$ cat src/rtl/alu_seq.sv
// alu_seq: clocked WIDTH-bit ALU with registered result and Z/C/N flags.
// The iterative shift-add multiplier is present only when ALU_MUL_EN is defined.
//
// Ports:
//   clk, reset   rising-edge clock, synchronous active-high reset
//   start        one-cycle request; ignored while busy
//   op, fi, a, b operation, flags-in enable and operands, sampled with start
//   data_out     result register; changes only on done cycles or reset
//   busy         multiply in progress
//   done         one-cycle pulse when data_out (and flags if fi) were written
//   zero, carry, negative  flag registers
//
// Op codes: 000 ADD, 001 SUB, 010 AND, 011 OR, 100 XOR, 101 SHL, 110 SHR, 111 MUL.
// Without ALU_MUL_EN, op 111 finishes in one cycle with R=0, C=0.
module alu_seq #(
  parameter int WIDTH = 8
) (
  input  logic             clk,
  input  logic             reset,
  input  logic             start,
  input  logic [2:0]       op,
  input  logic             fi,
  input  logic [WIDTH-1:0] a,
  input  logic [WIDTH-1:0] b,
  output logic [WIDTH-1:0] data_out,
  output logic             busy,
  output logic             done,
  output logic             zero,
  output logic             carry,
  output logic             negative
);

  localparam logic [2:0] OP_ADD = 3'b000;
  localparam logic [2:0] OP_SUB = 3'b001;
  localparam logic [2:0] OP_AND = 3'b010;
  localparam logic [2:0] OP_OR  = 3'b011;
  localparam logic [2:0] OP_XOR = 3'b100;
  localparam logic [2:0] OP_SHL = 3'b101;
  localparam logic [2:0] OP_SHR = 3'b110;
  localparam logic [2:0] OP_MUL = 3'b111;

  // Single-cycle datapath, packed as {C, R}.
  logic [WIDTH:0] alu_res;

  always_comb begin
    alu_res = '0;
    case (op)
      OP_ADD:  alu_res = {1'b0, a} + {1'b0, b};
      // Top bit of the WIDTH+1 difference is the borrow (a < b unsigned).
      OP_SUB:  alu_res = {1'b0, a} - {1'b0, b};
      OP_AND:  alu_res = {1'b0, a & b};
      OP_OR:   alu_res = {1'b0, a | b};
      OP_XOR:  alu_res = {1'b0, a ^ b};
      // {a, 0} is exactly {shifted-out MSB, a << 1}.
      OP_SHL:  alu_res = {a, 1'b0};
      OP_SHR:  alu_res = {a[0], 1'b0, a[WIDTH-1:1]};
      default: alu_res = '0;
    endcase
  end

  // Completion path shared by single-cycle ops and the multiplier.
  logic             fin_wr;
  logic [WIDTH-1:0] fin_r;
  logic             fin_c;
  logic             fin_fi;

`ifdef ALU_MUL_EN
  localparam int CNT_W = $clog2(WIDTH + 1);

  typedef enum logic {S_IDLE, S_MUL} state_t;

  state_t             state, state_nxt;
  logic [CNT_W-1:0]   cnt;
  logic [2*WIDTH-1:0] acc;
  logic [2*WIDTH-1:0] mcand;
  logic [WIDTH-1:0]   mplr;
  logic               fi_q;
  logic               mul_go;

  assign mul_go = (state == S_IDLE) && start && (op == OP_MUL);
  assign busy   = (state == S_MUL);

  always_ff @(posedge clk) begin
    if (reset) state <= S_IDLE;
    else       state <= state_nxt;
  end

  always_comb begin
    state_nxt = state;
    fin_wr    = 1'b0;
    fin_r     = alu_res[WIDTH-1:0];
    fin_c     = alu_res[WIDTH];
    fin_fi    = fi;
    case (state)
      S_IDLE: begin
        if (mul_go)     state_nxt = S_MUL;
        else if (start) fin_wr = 1'b1;
      end
      S_MUL: begin
        // Counter at zero means all WIDTH partial products are in acc.
        if (cnt == '0) begin
          state_nxt = S_IDLE;
          fin_wr    = 1'b1;
          fin_r     = acc[WIDTH-1:0];
          fin_c     = |acc[2*WIDTH-1:WIDTH];
          fin_fi    = fi_q;
        end
      end
      default: state_nxt = S_IDLE;
    endcase
  end

  always_ff @(posedge clk) begin
    if (reset) begin
      cnt   <= '0;
      acc   <= '0;
      mcand <= '0;
      mplr  <= '0;
      fi_q  <= 1'b0;
    end else if (mul_go) begin
      cnt   <= CNT_W'(WIDTH);
      acc   <= '0;
      mcand <= {{WIDTH{1'b0}}, a};
      mplr  <= b;
      fi_q  <= fi;
    end else if (state == S_MUL && cnt != '0) begin
      if (mplr[0]) acc <= acc + mcand;
      mcand <= mcand << 1;
      mplr  <= mplr >> 1;
      cnt   <= cnt - 1'b1;
    end
  end
`else
  assign busy = 1'b0;

  always_comb begin
    fin_wr = start;
    fin_r  = alu_res[WIDTH-1:0];
    fin_c  = alu_res[WIDTH];
    fin_fi = fi;
  end
`endif

  always_ff @(posedge clk) begin
    if (reset) begin
      data_out <= '0;
      done     <= 1'b0;
      zero     <= 1'b0;
      carry    <= 1'b0;
      negative <= 1'b0;
    end else begin
      done <= fin_wr;
      if (fin_wr) begin
        data_out <= fin_r;
        if (fin_fi) begin
          zero     <= (fin_r == '0);
          carry    <= fin_c;
          negative <= fin_r[WIDTH-1];
        end
      end
    end
  end

endmodule

$ cat config.mk
export PLATFORM = sky130hd
export DESIGN_NAME = alu_seq
export DESIGN_NICKNAME = d
export VERILOG_FILES = /design/src/rtl/alu_seq.sv
export SDC_FILE = /design/constraint.sdc
export NUM_CORES = 1
export LEC_CHECK = 0
export CAP_MARGIN = 25
export CELL_PAD_IN_SITES_DETAIL_PLACEMENT = 1
export CELL_PAD_IN_SITES_GLOBAL_PLACEMENT = 2
export CORE_MARGIN = 5
export CORE_UTILIZATION = 31
export DETAILED_ROUTE_END_ITERATION = 8
export PLACE_DENSITY_LB_ADDON = 0.1
export SETUP_SLACK_MARGIN = 0.15
export SLEW_MARGIN = 5
export SYNTH_ARGS = -nofsm -noshare
export SYNTH_HDL_FRONTEND = slang
export SYNTH_SLANG_ARGS = --single-unit
$ cat constraint.sdc
create_clock -name clk -period 5.6 [get_ports clk]
set_input_delay 1.12 -clock clk [delete_from_list [all_inputs] [get_ports clk]]
set_output_delay 1.12 -clock clk [all_outputs]
set_load 0.03 [all_outputs]
==> After elaboration in Yosys (flattened, before gate mapping) <==
Index checks and enable logic that the tools add are counted.
{ "word_totals": {"output_inout_bits": 13, "reg_bits": 12, "in_bits": 23, "elab_cells": 20} }
{ "op_classes": {"bitwise_logic": 3, "n_addsub": 2, "muxes": 1, "n_eq_ne": 6, "reduce_logical": 3} }
{ "op_table": {"columns": ["operator", "n"], "rows": [
  ["one-hot mux 9 bit (7 select lines)", 1],
  ["adder 8 x 8 -> 9 bit", 1],
  ["equality test 3 bit (second input constant)", 3],
  ["subtractor 8 x 8 -> 9 bit", 1],
  ["bitwise AND 8 bit", 1],
  ["logical NOT 8 bit", 1],
  ["OR 8 bit", 1],
  ["bitwise XOR 8 bit", 1],
  ["equality test 3 x 2 -> 1 bit (second input constant)", 2],
  ["equality test 3 x 1 -> 1 bit (second input constant)", 1],
  ["logical NOT 3 bit", 1],
  ["AND reduction 2 bit", 1]
]} }

==> Longest topological paths before layout <==
Gate-level depths: netlist of run 1.
{ "depth": {"ltp_word": 3, "mapped_depth": 13, "ltp_nobuf": 13} }

==> Least setup slack after synthesis of run 1 <==
No wires, ideal clock.
{ "synth_timing": {"kind": "input to register", "startpoint": "in op[1]", "endpoint": "reg zero", "setup_slack_ns": 2.002, "required_ns": 5.483, "arrival_time_ns": 3.480, "path_stages": 12, "setup_time_ns": 0.117, "n_path_buf": 2, "path_cell_list": "buf_6 > buf_2 > nor2_2 > nand2_1 > mux2i_1 > fa_1 > nor2b_1 > a311oi_1 > o32ai_1 > nor4b_2 > and4_1 > a32o_1"} }
{ "synth_via": {"elab_chain_len": 3, "word_cells_on_any_way": 9, "cone_classes": "6 x eq/ne; 1 x mux; 2 x reduce/logical"} }
{ "synth_rtl": {"columns": ["item", "line_no", "rtl"], "rows": [
  ["from (decl)", "21", "input logic [2:0] op,"],
  ["equality test 3 bit (tied with other cells)", "47", "case (op)"],
  ["one-hot mux 9 bit (7 select lines) (*)", "47", null],
  ["logical NOT 8 bit (*)", "156", "zero <= (fin_r == '0);"],
  ["to (signal assigned)", "156", null],
  ["to (decl)", "28", "output logic zero,"]
]} }
Every way passes the cells marked *; elsewhere a longest branch is shown, timed or not.
A chain may end at the register's enable or synchronous reset.

==> Worst setup path in the final report of run 1 <==
Ends and elaborated chain as after synthesis.

==> results of run 1 <==
-- per-stage QoR --
stage / instance area (sq um) / setup slack (ns)
2_1_floorplan: 1693 / 2.002
3_3_place_gp: 2081 / 1.134
3_5_place_dp: 2081 / 1.110
4_1_cts: 2136 / 1.360
5_1_grt: 2136 / 1.145
6_report: 2136 / 1.345
-- power by group --
| part | switching, W | total, W | internal [W] |
|---|---|---|---|
| Sequential | 0.00000312 | 0.0000952 | 0.0000921 |
| Combinational | 0.000105 | 0.000186 | 0.0000809 |
| Clock | 0.0000340 | 0.0000963 | 0.0000622 |
| Total | 0.000142 | 0.000378 | 0.000235 |
-- registers in the layout (all words and copies together) (netlist names) --
name	flops
negative	1
done	1
zero	1
carry	1
data_out	8
-- worst min path at each step --
stage,slack [ns],cells past startpoint,to
6_report,0.47,2,data_out[5]$_SDFFE_PP0P_
5_1_grt,0.52,2,data_out[5]$_SDFFE_PP0P_
4_1_cts,0.48,2,data_out[5]$_SDFFE_PP0P_
3_5_place_dp,0.47,2,data_out[5]$_SDFFE_PP0P_
3_3_place_gp,0.47,2,data_out[4]$_SDFFE_PP0P_
2_1_floorplan,0.60,2,data_out[4]$_SDFFE_PP0P_
-- routing by layer --
metal | vias to the layer above | share of wire, %
li1 | 841 | -
met1 | 767 | 49
met2 | 32 | 46
met3 | 6 | 4.2
met4 | 0 | 0.68
met5 | - | 0
-- placed cells by master, fill, tap and decap left out, types with 5 or more instances in the layout --
cell and count:
clkdlybuf4s50_1 34, ha_1 25, nor2_1 24, inv_1 22
a21oi_1 21, nand2_1 17, dfxtp_1 12, mux2i_1 11
o21ai_0 7, nor2b_1 7, xnor2_1 6, nand2b_1 5
-- kinds of logic after synthesis --
kind of cell	after synthesis	share of synthesized area, %
and+or+nand+nor	73	22.17
buffers and inverters	32	8.721
DFF	12	14.19
AOI/OAI and AO/OA	56	21.88
muxes	14	8.500
adders and majority gates	26	19.66
other	1	0.2215
xor gates and xnor gates	9	4.657
-- critical path, delay by kind of cell --
family | cells | cell delay [ns]
buf+inv | 1 | 0.60
mux | 1 | 0.22
fa+ha+maj | 1 | 0.53
compound gates | 3 | 0.76
simple gates | 5 | 1.15
-- final cells by class --
type / count / area, sq um
well taps: 72 / 90.09
clock buffers: 4 / 55.05
flip-flops and latches: 12 / 240.2
inverters: 22 / 82.58
fillers: 672 / 3269
multi-input cells: 179 / 1305
repair buffers: 37 / 362.8
==> results.yml, run 1 <==
worst_setup_path:
  endpoint: "zero$_SDFFE_PP0P_"
  crit_path_start_kind: "input pin"
  cp_slowest_cell: "clkdlybuf4s50_1"
  critPathArrivalTime_ns: 4.39
  required_ns: 5.74
  crit_fanout: 9
  crit_start: "op[1]"
  r2r_cells: 5
  r2r_slack_ns: 4.53
  rr_endpoint: "carry$_SDFFE_PP0P_"
  r2r_start: "carry$_SDFFE_PP0P_"
  path_cells: "clkdlybuf4s50_1 -> nor2_2 -> nand2_1 -> mux2i_1 -> fa_1 -> nor2b_1 -> a311oi_1 -> o32ai_1 -> nor4b_2 -> and4_1 -> a32o_1"
  cp-end-kind: "register"
  critPathMaxStageDelay_ns: 0.60
  crit_type: "in2reg"
detailed_routing:
  firstDrtPassIters: 4
  drc_errors: 0
  totalWireLength_mm: 4.998
  vias: 1646
  vias_per_cell: 5.049
  ant_nets: 0
  drt_iter0_markers: 103
  detail_route.wl_per_cell_um: 15.33
yosys:
  ys_top_cells_by_area: "ha_1 18%, dfxtp_1 14%, mux2i_1 6.5%"
  synth_top_area_share_pct: 18.48
  syn_inst: 223
  synth_area_sq_um: 1693
  yosysMostFrequentCell: "ha_1"
  synthFlopType: "dfxtp_1"
  ys_seq_area_share_pct: 14.19
  yosysTopAreaCell: "ha_1"
  synth-edff-count: 0
  ys.warnings.count: 0
  synth.distinct_cells: 53
  async_flop_share_pct: 0
  synth-seq-cells: 12
  synth_common_cells: "25 x ha_1, 24 x nor2_1, 22 x inv_1"
  avgSynthCellArea_sq_um: 7.591
  synth_fp_nets: 272
pwr:
  p_total_w: 0.0003776
  irDropWorstVdd_v: 0.00009995
  p_per_area_nw_per_um2: 176.8
  p_leak_nw: 0.9310
worst_hold_path:
  hp-class: "reg2reg"
  min_from: "data_out[5]$_SDFFE_PP0P_"
clock_network:
  numCtsBuffers: 3
  h-tree-depth: 1
  cts_setup_buffers: 0
  clkSinkCount: 12
  ctsHoldBuffers: 0
  cts_root_buffer: "clkbuf_8"
  cts_resized: 0
  clk_latency_ns: 0.24
  cts_tree: "yes"
  clkTransAtPathRegs_ns: 0.05
  clock_path_buffers: 2
sta:
  tightest_slew_ns: 0.6540
  timing.final.hold_violations: 0
  setup_tns_ns: 0
  setup_viol: 0
  grt_setup_unrepaired: "false"
  slew_headroom_pct: 56.26
  min_period_over_period_pct: 75.99
  hold_ws_ns: 0.4723
  max_freq_mhz: 235.0
  drv_slew: 0
  min_period_ns: 4.255
  skew_ns: 0
layout:
  utilization_pct: 39.51
  fin_nets: 304
  n_antenna_cell: 0
  final_cells: 326
  drive_above_1_share_pct: 5.512
  area_growth_pct: 26.16
floorplan:
  dieArea_sq_um: 7038
  std_cell_rows: 27
  core_area_sq_um: 5405
  start_util_pct: 31.32
  ios: 36
  fp.dieH_um: 83.90
  chipWidth_um: 83.90
global_routing:
  grt_pass1_vias: 1672
  grt_max_degree: 24
  met3_usage_pct: 2.863
  antenna_found_initial: 0
  busiest_layer: "met2"
  track_usage_pct: 14.70
  globalRouteMet1Util_pct: 20.38
  grt_overflow: 0
  grt_pass1_wl_mm: 8.500
  grt_util_met2_pct: 24.15
job:
  drv_cap: 0
placement:
  port_buffers: 34
  dp.cells: 322
  place_congestion: 0.7776
  hpwlAfterDp_mm: 4.161
outcome:
  status: "completed"
(Power assumes the default switching activity.)
==> inputs of run 2 (changes only) <==
Settings changed: CORE_UTILIZATION 31 to 26.
Clock period 5.6 ns to 3.65 ns, I/O delays scaled along.
==> run 2 against run 1 <==
Critical path depth grew 1. Die area grew 17%. Worst hold slack lost 0.0018 ns. Clock power grew 53%. Largest power group unchanged. Highest routed layer unchanged. Critical path type unchanged. Sequential power grew 53%. Sequential cell count is the same. Core utilization shrank 3.9 points. Cell area grew 5.9%. Total power grew 58%.
==> results.yml, run 2 (synthesis results as in run 1) <==
clock_network:
  ctsHoldBuffers: 0
  clkTransAtPathRegs_ns: 0.05
  h-tree-depth: 1
  clock_path_buffers: 2
  cts_root_buffer: "clkbuf_8"
  cts_setup_buffers: 0
  cts_tree: "yes"
  numCtsBuffers: 3
  clk_latency_ns: 0.24
  clkSinkCount: 12
worst_setup_path:
  crit_path_start_kind: "input pin"
  crit_type: "in2reg"
  crit_fanout: 6
  required_ns: 3.78
  cp-end-kind: "register"
  r2r_start: "carry$_SDFFE_PP0P_"
  r2r_slack_ns: 2.60
  rr_endpoint: "carry$_SDFFE_PP0P_"
  r2r_cells: 5
  critPathArrivalTime_ns: 3.46
sta:
  skew_ns: 0
  slew_headroom_pct: 66.87
  setup_viol: 0
  max_freq_mhz: 300.6
  min_period_over_period_pct: 91.14
  setup_tns_ns: 0
  timing.final.hold_violations: 0
  tightest_slew_ns: 0.4953
  drv_slew: 0
  min_period_ns: 3.327
  grt_setup_unrepaired: "true"
  hold_ws_ns: 0.4705
floorplan:
  std_cell_rows: 29
  fp.dieH_um: 90.69
  start_util_pct: 26.66
  dieArea_sq_um: 8225
  ios: 36
  chipWidth_um: 90.69
  core_area_sq_um: 6350
global_routing:
  track_usage_pct: 13.55
  grt_max_degree: 20
  grt_util_met2_pct: 23.79
  met3_usage_pct: 2.250
  grt_pass1_vias: 1800
  grt_overflow: 0
  busiest_layer: "met2"
  grt_pass1_wl_mm: 9.204
  antenna_found_initial: 0
  globalRouteMet1Util_pct: 17.77
detailed_routing:
  totalWireLength_mm: 5.380
  firstDrtPassIters: 4
  vias: 1738
  ant_nets: 0
  vias_per_cell: 5.067
  drt_iter0_markers: 83
  detail_route.wl_per_cell_um: 15.69
  drc_errors: 0
layout:
  regArea_sq_um: 240.2
  n_antenna_cell: 0
  final_common_cell: "clkdlybuf4s50_1"
  drive_above_1_share_pct: 12.03
  largest_register_ffs: 8
  layout_common_cells: "34 x clkdlybuf4s50_1, 25 x ha_1, 24 x nor2_1, 22 x inv_1, 20 x a21oi_1"
  fin_nets: 316
  top_register: "data_out"
  n_fill_cell: 788
  fin_area_sq_um: 2261
  area_growth_pct: 33.56
  multi_input_area_sq_um: 1334
pwr:
  p_per_area_nw_per_um2: 264.5
  irDropWorstVdd_v: 0.0001869
  p_total_w: 0.0005981
  p_leak_nw: 0.9920
placement:
  placed_area_sq_um: 2177
  port_buffers: 34
  place_congestion: 0.7573
  hpwlAfterDp_mm: 4.471
worst_hold_path:
  whs_path_depth: 2
  hp-class: "reg2reg"
  min_from: "data_out[4]$_SDFFE_PP0P_"
  min_to: "data_out[4]$_SDFFE_PP0P_"
outcome:
  status: "completed"
job:
  drv_cap: 0
## run 2: cell count changes in the layout (fill, tap and decap cells not counted), sizes merged
cell	delta
buf	+12
## run 2: how the worst max path moves through the flow
stage                     slack, ns                end  start  cells past startpoint
after floorplan                0.44  zero$_SDFFE_PP0P_  op[1]                     12
after global placement        -0.19  zero$_SDFFE_PP0P_  op[0]                     12
after detailed placement      -0.15  zero$_SDFFE_PP0P_  op[0]                     12
after CTS                      0.26  zero$_SDFFE_PP0P_  op[0]                     12
after global routing           0.12  zero$_SDFFE_PP0P_  op[1]                     11
final                          0.32  zero$_SDFFE_PP0P_  op[0]                     12
## run 2: metal layers
metal	wire (um)	vias up
met5	0	-
met3	137	4
li1	-	869
met2	2693	23
met1	2523	842
met4	25	0
## run 2: power by group
part           total [W]  internal [W]  leakage [nW]  switching [W]
sequential      0.000146      0.000141        0.0988     0.00000493
combinational   0.000305      0.000136         0.864       0.000169
clock           0.000147     0.0000954        0.0288      0.0000516
## run 2: cell type report
cell class | count | share of cell area, %
inverters | 22 | 3.652
well taps | 77 | 4.261
clock buffers | 4 | 2.435
flip-flops and latches | 12 | 10.63
multi-input cells | 179 | 58.99
repair buffers | 49 | 20.03
## run 2: what timing repair did
item                       CTS  global route
hold endpoints to repair     0             0
setup endpoints to repair    3             5
gates resized for setup      1             5
## run 2: worst max-delay path, cell delays in order
cell             delay [ns]
clkdlybuf4s50_1        0.60
inv_1                  0.11
nor3_2                 0.25
nor2_1                 0.11
xnor2_1                0.14
ha_1                   0.33
o21ai_0                0.17
a21oi_1                0.11
o31ai_2                0.27
mux2i_1                0.26
a21oi_2                0.12
a32o_1                 0.26
## run 2: per-stage QoR
stage / worst slack (ns) / utilization [%] / std cells
detailed placement: -0.1470 / 34.29 / 339
finish: 0.3233 / 35.61 / 343
global placement: -0.1884 / 34.29 / 339
CTS: 0.2564 / 35.23 / 343
floorplan: 0.4422 / - / 223
global route: 0.1167 / 35.61 / 343
==> inputs of run 3 (changes only) <==
Settings changed: CAP_MARGIN 25 to 20, SLEW_MARGIN 5 to default.
==> results of run 3 <==
The final DEF is identical to that of run 2; final timing and power are the same.
